<file path="src/rtl/pmd_rompack_loader.sv">
// Multi-slot ROM-pack loader: ioctl bytes -> 2-entry queue -> slot memory, optional 0xFF tail fill.
// 1-cycle ioctl_wr->mem_we latency; mem_we holds until mem_ready, bytes arriving on a full queue are dropped.
module pmd_rompack_fifo2 #(
    parameter int W = 8
) (
    input  logic         clk_i,
    input  logic         rst_i,
    input  logic         push_i,
    input  logic         pop_i,
    input  logic [W-1:0] dat_i,
    output logic         full_o,
    output logic         empty_o,
    output logic [W-1:0] head_o
);
    logic [W-1:0] mem_q [2];
    logic         wr_ptr_q;
    logic         rd_ptr_q;
    logic [1:0]   cnt_q;

    always_ff @(posedge clk_i) begin
        if (rst_i) begin
            wr_ptr_q <= 1'b0;
            rd_ptr_q <= 1'b0;
            cnt_q    <= 2'd0;
        end else begin
            if (push_i) begin
                mem_q[wr_ptr_q] <= dat_i;
                wr_ptr_q        <= ~wr_ptr_q;
            end
            if (pop_i) begin
                rd_ptr_q <= ~rd_ptr_q;
            end
            case ({push_i, pop_i})
                2'b10:   cnt_q <= cnt_q + 2'd1;
                2'b01:   cnt_q <= cnt_q - 2'd1;
                default: cnt_q <= cnt_q;
            endcase
        end
    end

    assign full_o  = (cnt_q == 2'd2);
    assign empty_o = (cnt_q == 2'd0);
    assign head_o  = mem_q[rd_ptr_q];
endmodule

module pmd_rompack_loader #(
    parameter int  ADDR_W     = 16,
    parameter int  SLOTS      = 2,
    parameter int  INDEX_BASE = 1,
    parameter int  FILL_EN    = 1,
    localparam int SLOT_W     = (SLOTS > 1) ? $clog2(SLOTS) : 1
) (
    input  logic                     clk_sys,
    input  logic                     reset,
    input  logic                     ioctl_download,
    input  logic [7:0]               ioctl_index,
    input  logic                     ioctl_wr,
    input  logic [24:0]              ioctl_addr,
    input  logic [7:0]               ioctl_dout,
    output logic                     mem_we,
    input  logic                     mem_ready,
    output logic [SLOT_W+ADDR_W-1:0] mem_addr,
    output logic [7:0]               mem_din,
    output logic                     load_busy,
    output logic                     load_done,
    output logic                     load_error,
    output logic [SLOT_W-1:0]        load_slot,
    output logic [ADDR_W:0]          pack_size,
    output logic [7:0]               checksum
);
    localparam logic [2:0] S_IDLE  = 3'd0;
    localparam logic [2:0] S_LOAD  = 3'd1;
    localparam logic [2:0] S_FLUSH = 3'd2;
    localparam logic [2:0] S_FILL  = 3'd3;
    localparam logic [2:0] S_DONE  = 3'd4;

    logic [2:0]        state_q, state_d;
    logic              dl_prev_q;
    logic [SLOT_W-1:0] slot_q, slot_d;
    logic              err_q, err_d;
    logic [ADDR_W:0]   size_q, size_d;
    logic [7:0]        sum_q, sum_d;
    logic [ADDR_W-1:0] fill_ptr_q, fill_ptr_d;

    logic [7:0]        slot_idx;
    logic              slot_ok;
    logic              dl_rise;
    logic              dl_fall;
    logic              in_range;
    logic [ADDR_W:0]   wr_end;
    logic              fifo_push;
    logic              fifo_pop;
    logic              fifo_full;
    logic              fifo_empty;
    logic [ADDR_W-1:0] head_off;
    logic [7:0]        head_dat;
    logic              filling;

    assign slot_idx = ioctl_index - 8'(INDEX_BASE);
    assign slot_ok  = 32'(slot_idx) < 32'(SLOTS);
    assign dl_rise  = ioctl_download & ~dl_prev_q;
    assign dl_fall  = ~ioctl_download & dl_prev_q;
    assign in_range = (ioctl_addr >> ADDR_W) == 25'd0;
    assign wr_end   = {1'b0, ioctl_addr[ADDR_W-1:0]} + {{ADDR_W{1'b0}}, 1'b1};

    assign fifo_push = (state_q == S_LOAD) && ioctl_wr && in_range && !fifo_full;
    assign fifo_pop  = !fifo_empty && mem_ready;
    assign filling   = (state_q == S_FILL);

    pmd_rompack_fifo2 #(.W(ADDR_W + 8)) u_fifo (
        .clk_i   (clk_sys),
        .rst_i   (reset),
        .push_i  (fifo_push),
        .pop_i   (fifo_pop),
        .dat_i   ({ioctl_addr[ADDR_W-1:0], ioctl_dout}),
        .full_o  (fifo_full),
        .empty_o (fifo_empty),
        .head_o  ({head_off, head_dat})
    );

    // Queued bytes always go out before fill; the queue is empty by the time FILL starts.
    always_comb begin
        mem_we   = !fifo_empty || filling;
        mem_addr = '0;
        mem_din  = 8'h00;
        if (!fifo_empty) begin
            mem_addr = {slot_q, head_off};
            mem_din  = head_dat;
        end else if (filling) begin
            mem_addr = {slot_q, fill_ptr_q};
            mem_din  = 8'hFF;
        end
    end

    always_comb begin
        state_d    = state_q;
        slot_d     = slot_q;
        err_d      = err_q;
        size_d     = size_q;
        sum_d      = sum_q;
        fill_ptr_d = fill_ptr_q;
        case (state_q)
            S_IDLE: begin
                if (dl_rise) begin
                    if (slot_ok) begin
                        state_d = S_LOAD;
                        slot_d  = slot_idx[SLOT_W-1:0];
                        err_d   = 1'b0;
                        size_d  = '0;
                        sum_d   = 8'h00;
                    end else begin
                        err_d = 1'b1;
                    end
                end
            end
            S_LOAD: begin
                if (ioctl_wr) begin
                    if (!in_range || fifo_full) begin
                        err_d = 1'b1;
                    end else begin
                        sum_d = sum_q + ioctl_dout;
                        if (wr_end > size_q) begin
                            size_d = wr_end;
                        end
                    end
                end
                if (dl_fall) begin
                    state_d = S_FLUSH;
                end
            end
            S_FLUSH: begin
                if (fifo_empty) begin
                    if ((FILL_EN != 0) && !size_q[ADDR_W]) begin
                        state_d    = S_FILL;
                        fill_ptr_d = size_q[ADDR_W-1:0];
                    end else begin
                        state_d = S_DONE;
                    end
                end
            end
            S_FILL: begin
                if (mem_ready) begin
                    if (&fill_ptr_q) begin
                        state_d = S_DONE;
                    end else begin
                        fill_ptr_d = fill_ptr_q + {{(ADDR_W-1){1'b0}}, 1'b1};
                    end
                end
            end
            S_DONE:  state_d = S_IDLE;
            default: state_d = S_IDLE;
        endcase
    end

    always_ff @(posedge clk_sys) begin
        if (reset) begin
            state_q    <= S_IDLE;
            dl_prev_q  <= 1'b0;
            slot_q     <= '0;
            err_q      <= 1'b0;
            size_q     <= '0;
            sum_q      <= 8'h00;
            fill_ptr_q <= '0;
        end else begin
            state_q    <= state_d;
            dl_prev_q  <= ioctl_download;
            slot_q     <= slot_d;
            err_q      <= err_d;
            size_q     <= size_d;
            sum_q      <= sum_d;
            fill_ptr_q <= fill_ptr_d;
        end
    end

    assign load_busy  = (state_q == S_LOAD) || (state_q == S_FLUSH) || (state_q == S_FILL);
    assign load_done  = (state_q == S_DONE);
    assign load_error = err_q;
    assign load_slot  = slot_q;
    assign pack_size  = size_q;
    assign checksum   = sum_q;
endmodule

</file>
<file path="config.mk">
export PLATFORM = sky130hd
export DESIGN_NAME = pmd_rompack_loader
export DESIGN_NICKNAME = d
export VERILOG_FILES = /design/src/rtl/pmd_rompack_loader.sv
export SDC_FILE = /design/constraint.sdc
export NUM_CORES = 1
export LEC_CHECK = 0
export BUFFER_PORTS_ARGS = -buffer_cell sky130_fd_sc_hd__buf_2
export CAP_MARGIN = 10
export CELL_PAD_IN_SITES_DETAIL_PLACEMENT = 1
export CELL_PAD_IN_SITES_GLOBAL_PLACEMENT = 2
export CORE_MARGIN = 2
export CORE_UTILIZATION = 37
export CTS_CLUSTER_DIAMETER = 30
export DETAILED_ROUTE_END_ITERATION = 6
export PLACE_DENSITY_LB_ADDON = 0.1
export RECOVER_POWER = 50
export SETUP_SLACK_MARGIN = 0.02
export SLEW_MARGIN = 20
export SYNTH_ARGS = -nofsm -noshare
export SYNTH_HDL_FRONTEND = slang
export SYNTH_SLANG_ARGS = --single-unit
</file>
<file path="constraint.sdc">
create_clock -name clk_sys -period 5.9 [get_ports clk_sys]
set_input_delay 0.295 -clock clk_sys [delete_from_list [all_inputs] [get_ports clk_sys]]
set_output_delay 0.295 -clock clk_sys [all_outputs]
set_load 0.05 [all_outputs]
</file>
* After elaboration in Yosys (flattened, before gate mapping)
Memory sizes are Yosys's and may differ from the RTL's. A register that Yosys moved wholly into a read port is not among the register bits.
Index checks and enable logic that the tools add are counted.
** Word-level totals
- Bits in registers :: 51
- Latch bits :: 0
- RAM bits :: 48
- Bits in read-only memories :: 0
- Input bits :: 46
- Output and inout bits :: 55
- Logic and storage cells :: 107
- Memories kept :: 1
** Cells by class
- Add/sub/neg operators :: 6
- $mul :: 0
- Divide/modulo/power cells :: 0
- $lt $le $gt $ge :: 2
- Eq/ne operators :: 19
- Shift operators :: 0
- Muxes and demuxes :: 39
- Bitwise gates (word level) :: 6
- Reductions and logical operators :: 24
** Memories
- u_fifo.mem_q :: depth 2, bits a word 24, read ports 1, clocked after Yosys merged registers in 1, wr ports 1, RTL line 15 : logic [W-1:0] mem_q [2];
** Operators with widths (count)
- $mux 17 :: 7
- $mux 16 :: 4
- $mux 8 :: 6
- $pmux 17 s2 :: 1
- $pmux 16 s2 :: 1
- $logic_not 25->1 :: 1
- $ne 2x2->1 const B :: 11
- $mux 3 :: 7
- $add 16x1->17 const B :: 1
- $gt 17x17->1 :: 1
- $add 16x1->16 const B :: 1
- $pmux 8 s2 :: 1
- $reduce_and 16->1 :: 1
- $pmux 3 s4 :: 1
- $reduce_and 6->1 :: 2
- $reduce_and 5->1 :: 2
- $mux 1 :: 9
- $add 8x8->8 :: 1
- $lt 8x2->1 const B :: 1
- $sub 8x1->8 const B :: 1
- $eq 3x2->1 const B :: 2
- $reduce_bool 2->1 :: 3
- $eq 2x2->1 const B :: 2
- $logic_and 1x1->1 :: 4
- 16 further kinds :: 25

* Logic depth before layout (Yosys ltp)
- Depth after elaboration :: 7
- Gate-level depth with buffers :: 15
- Depth with buffers taken out :: 13

* Hierarchy
Synthesis repeated with hierarchy kept, for this count alone.
** Second synthesis, totals
- Cells, all modules :: 571
- Area total of the unflattened synthesis :: 5546.6 µm²
** By module, submodules not included
- pmd_rompack_loader :: instances 1, cells each 474, area an instance 3612.2 µm², seq. area each 940.9 µm²
- pmd_rompack_fifo2 :: instances 1, cells each 97, area an instance 1934.4 µm², seq. area each 1541.5 µm²

* Worst setup path before layout
No wires, ideal clock.
- Kind :: input to register
- Start point :: in ioctl_addr[21]
- End point :: mem u_fifo.mem_q[1][0] (netlist bit), enable pin
- Setup time :: 0.440 ns
- Data arrival time :: 3.308 ns
- Required time :: 5.460 ns
- Setup slack :: 2.152 ns
- Stages on the path :: 6
- Buffers on the path :: 1
- Cells stage by stage :: or4_4 nor4_4 and4_2 buf_2 inv_1 nor3b_1
** Between the ends
- Longest elaborated chain between the ends :: 6
** Ends and longest elaborated chain
- start: declaration :: RTL line 58 : input logic [24:0] ioctl_addr,
- $logic_not 25->1 :: RTL line 103 : assign in_range = (ioctl_addr >> ADDR_W) == 25'd0;
- $logic_and 1x1->1 (2 in a row) :: RTL line 106 : assign fifo_push = (state_q == S_LOAD) && ioctl_wr && in_range && !fifo_full;
- $mux 1 :: RTL line 26 : if (push_i) begin
- $mux 1 :: RTL line 21 : if (rst_i) begin
- $mux 1 (not written as such) :: RTL line 27 : mem_q[wr_ptr_q] <= dat_i;
- end: declaration :: RTL line 15
Every way passes these cells.

* Final worst setup path
- Start point :: reg state_q[1]
- End point :: out mem_din[6]
** Between the ends
- Longest elaborated chain between the ends :: 3
** Ends and longest elaborated chain
- start: declaration :: RTL line 77 : logic [2:0] state_q, state_d;
- start signal: assignment :: RTL line 205 : state_q <= state_d;
- $eq 3x2->1 :: RTL line 108 : assign filling = (state_q == S_FILL);
- $mux 8 :: RTL line 129 : end else if (filling) begin
- $mux 8 :: RTL line 126 : if (!fifo_empty) begin
- end: declaration :: RTL line 63 : output logic [7:0] mem_din,
Every way passes these cells.

==> metrics.txt <==
status finished with violations; violated checks capacitance limit, slew limit; Vias 4804; XOR/XNOR share of the synthesized area between 3 and 4%; relative slew slack -138%; Worst Hold Class in -> reg; Clock Tree Root sky130_fd_sc_hd__clkbuf_16; synthesized net count about 660; average instance area after synthesis 9.59 um2; post-cts repair resize count 0; Max IR drop VDD 0.149 mV; total routing usage reported by global routing 21.3%; number of slew-limit violations in the final report 116; class of the most critical setup path reg -> out; fraction of the yosys area taken by sequential cells 44.3%; Async SR Flop Fraction 0%; grt total ovfl 0; Final setup viols 0; final weighted congestion in routability-driven placement 0.804; cell area after synthesis ~5600 um2; area of all placed cells without fillers 6460 um2; largest stage delay on the critical path 1130 ps; commonest cells after routing, fill and taps aside sky130_fd_sc_hd__clkbuf_1 (58), sky130_fd_sc_hd__dfxtp_1 (52), sky130_fd_sc_hd__edfxtp_1 (48); share of power burned in the clock network a little over two fifths; first-pass iteration count of the detailed router 4; largest cells by area after synthesis sky130_fd_sc_hd__edfxtp_1 (26%), sky130_fd_sc_hd__dfxtp_1 (19%), sky130_fd_sc_hd__ha_1 (6.3%), sky130_fd_sc_hd__mux2i_1 (4.3%), sky130_fd_sc_hd__o21ai_0 (3.8%); endpoint of the worst-slack reg-to-reg timing path fill_ptr_q[3]; RSZ-0062 raised after global routing false; total placed cells including tap cells 844; most common cell after layout, fill and taps aside sky130_fd_sc_hd__clkbuf_1; final cycle utilization of the critical path 68.1%; dominant combinational cell family by area after synthesis simple AND/OR/NAND/NOR gates; Leak 2.28 nW; global routing usage on met2 34.2%; DIE HEIGHT 127 um; Yosys top cell by area sky130_fd_sc_hd__edfxtp_1; simple-gate share of the synthesized area 19.2%; switch share 23.9%; number of flops mapped to enable cells by yosys 48; Setup Buffers After CTS 0; Worst Hold Launch ioctl_index[0]; Register-to-Register Path Depth 7; Hold Path Sink load_slot; arithmetic-cell share of the synthesized area counting full adders, half adders and majority gates 6.62%; switching power 0.000343 W; number of antenna violations at the first check in global routing 0; met1 Track Usage GR 30.7%; ordered list of cells on the worst path nor2b_1 -> and2_1 -> clkbuf_1 -> nor2_1 -> a21oi_1 -> buf_2; count of maximum capacitance violations 2; average detailed-routed wire length per instance 19.8 um; clock sinks 100; Routed Antenna Nets 0; DP Wirelength 12500 um; number of buffers created by CTS 9; type of element capturing the critical path primary output; number of synthesis warnings 0; clock tree from TritonCTS built; post-synth cell types 63; clk_lat worst skew between 300 and 400 ps; power density over the cells roughly 220 nW/um2; initial core utilization 38.2%; Buffers & Inverters on Critical Path 2; number of global-route vias before repair 4807; most common flop cell mapped by yosys sky130_fd_sc_hd__dfxtp_1; largest fanout of any net on the critical path 37; data arrival time at the worst-slack endpoint 3720 ps; maximum clock skew at final layout 8.76 ps; share of total power in combinational logic 6.1%; post-layout net count 746; mux contribution to synthesized area 4.29%; total DRC errors in the routed layout 0; Chip Width 127 um; Port-buffer cells 100; fill cell count 1724; share of the synthesized area in compound gates (AO/OA/AOI/OAI) 17.2%; portion of synthesized cell area occupied by the leading cell type 25.7%; Seq pwr share 50.5%; ratio of routed vias to standard cells 5.59; Cell Rows 44; final hold vios 0; die area 16100 um2; area of the placeable core 14600 um2; internal power component between 0.001 and 0.0015 W; Final TNS setup 0 ps; clock-pin transition on the worst setup and hold timing paths roughly 70 ps; n_diodes 0; met3 global-route usage about 4%; cell family contributing the most delay on the critical path buffers and inverters; CTS H-tree depth 3; sort of element at the start of the critical path register; maximum number of pins on one net before global-route repair 78; highest-utilization routing layer at the global route stage met2; number of I/O pins 101; slew at the pin closest to its max-slew limit 3570 ps; post-cts hold buffer count 0; total power consumption of the routed design 0.00144 W; RR Startpoint state_q[1]; layout cells sized above 1 12.7%; area growth from synthesis to layout 15.4%; synthesized flop and latch total 100; buffer depth of the longest clock path 2; setup slack on the worst flop-to-flop path approximately 2800 ps; final cell count without fillers 860; cell count after synthesis just under 600; Post-Place Cell Area 6230 um2; Slowest cell on crit path sky130_fd_sc_hd__clkbuf_1; required time of the critical path ~5600 ps; final period demand of the worst path 4020 ps; instance count along the most critical hold path 2; DRC marker count from the first detailed-route iteration 361; wire length after detailed routing about 17000 um; Highest Clock Rate 249 MHz; global-route wire length before repair 26600 um
## stage by stage
step | hold slack [ps] | util, % | setup slack (ps)
CTS | 136 | 44.6 | 2610
global route | 178 | 44.1 | 1570
global placement | 480 | 42.6 | 2490
finish | 172 | 44.1 | 1880
detailed placement | 505 | 42.6 | 2240
floorplan | 391 | - | 2150
## logic make-up after synthesis
logic type,Yosys count
buffers and inverters,61
XOR/XNOR,23
flip-flops,100
multiplexers,24
adder cells (fa/ha/maj),29
AO/OA/AOI/OAI,144
AND/OR/NAND/NOR,203
## final cells by class
cell class	instances	area [um2]	area share [%]
Tap cell	184	230	3.56
Sequential cell	100	2480	38.4
Multi-Input combinational cell	423	2860	44.2
Clock buffer	9	225	3.49
Timing Repair Buffer	106	468	7.24
Clock inverter	7	80.1	1.24
Inverter	31	116	1.80
## per-layer routing
metal | routed length, um | part of all wire [%] | vias up
li1 | - | - | 2326
met1 | 8410 | 49 | 2389
met2 | 7880 | 46 | 83
met3 | 643 | 3.8 | 6
met4 | 96 | 0.56 | 0
met5 | 0 | 0 | -
## power groups by stage
stage | logic (W) | clock network, W | registers, W
after floorplan | 0.0000463 | 0 | 0.000745
after global placement | 0.0000854 | 0 | 0.000743
after detailed placement | 0.0000898 | 0 | 0.000742
after CTS | 0.0000904 | 0.000638 | 0.000726
after global routing | 0.0000980 | 0.000665 | 0.000726
final | 0.0000877 | 0.000623 | 0.000726
## registers in the layout (all words and copies together) (netlist names), named ones only
| name | cells |
|---|---|
| load_error | 1 |
| checksum | 8 |
| state_q | 3 |
| u_fifo.cnt_q | 2 |
| fill_ptr_q | 16 |
| dl_prev_q | 1 |
| load_slot | 1 |
| u_fifo.wr_ptr_q | 1 |
| u_fifo.mem_q | 48 |
| pack_size | 17 |
| u_fifo.rd_ptr_q | 1 |
## Yosys cell counts (all sizes together) (3+ instances only)
cell / number
o31ai: 4
a211oi: 6
o32ai: 20
or2: 3
and4: 5
nor2b: 4
edfxtp: 48
nand3b: 4
nor2: 44
ha: 28
a2111oi: 3
dfxtp: 52
a22oi: 7
a21oi: 40
and3: 11
nor4: 5
nor3: 12
o21ai: 42
mux2i: 24
nand2: 41
xor2: 8
a31oi: 7
clkbuf: 20
nand4: 8
inv: 31
buf: 10
nand2b: 20
and2: 8
xnor2: 15
nand3: 28
## worst max path at each step
stage,slack (ps),end,startpoint,cells after the start
global placement,2490,pack_size[8],ioctl_addr[6],14
global route,1570,mem_din[6],state_q[1],6
CTS,2610,pack_size[12],ioctl_addr[6],14
detailed placement,2240,pack_size[12],ioctl_addr[6],14
floorplan,2150,u_fifo.mem_q[1][0],ioctl_addr[21],6
finish,1880,mem_din[6],state_q[1],6
(Power assumes the default switching activity.)
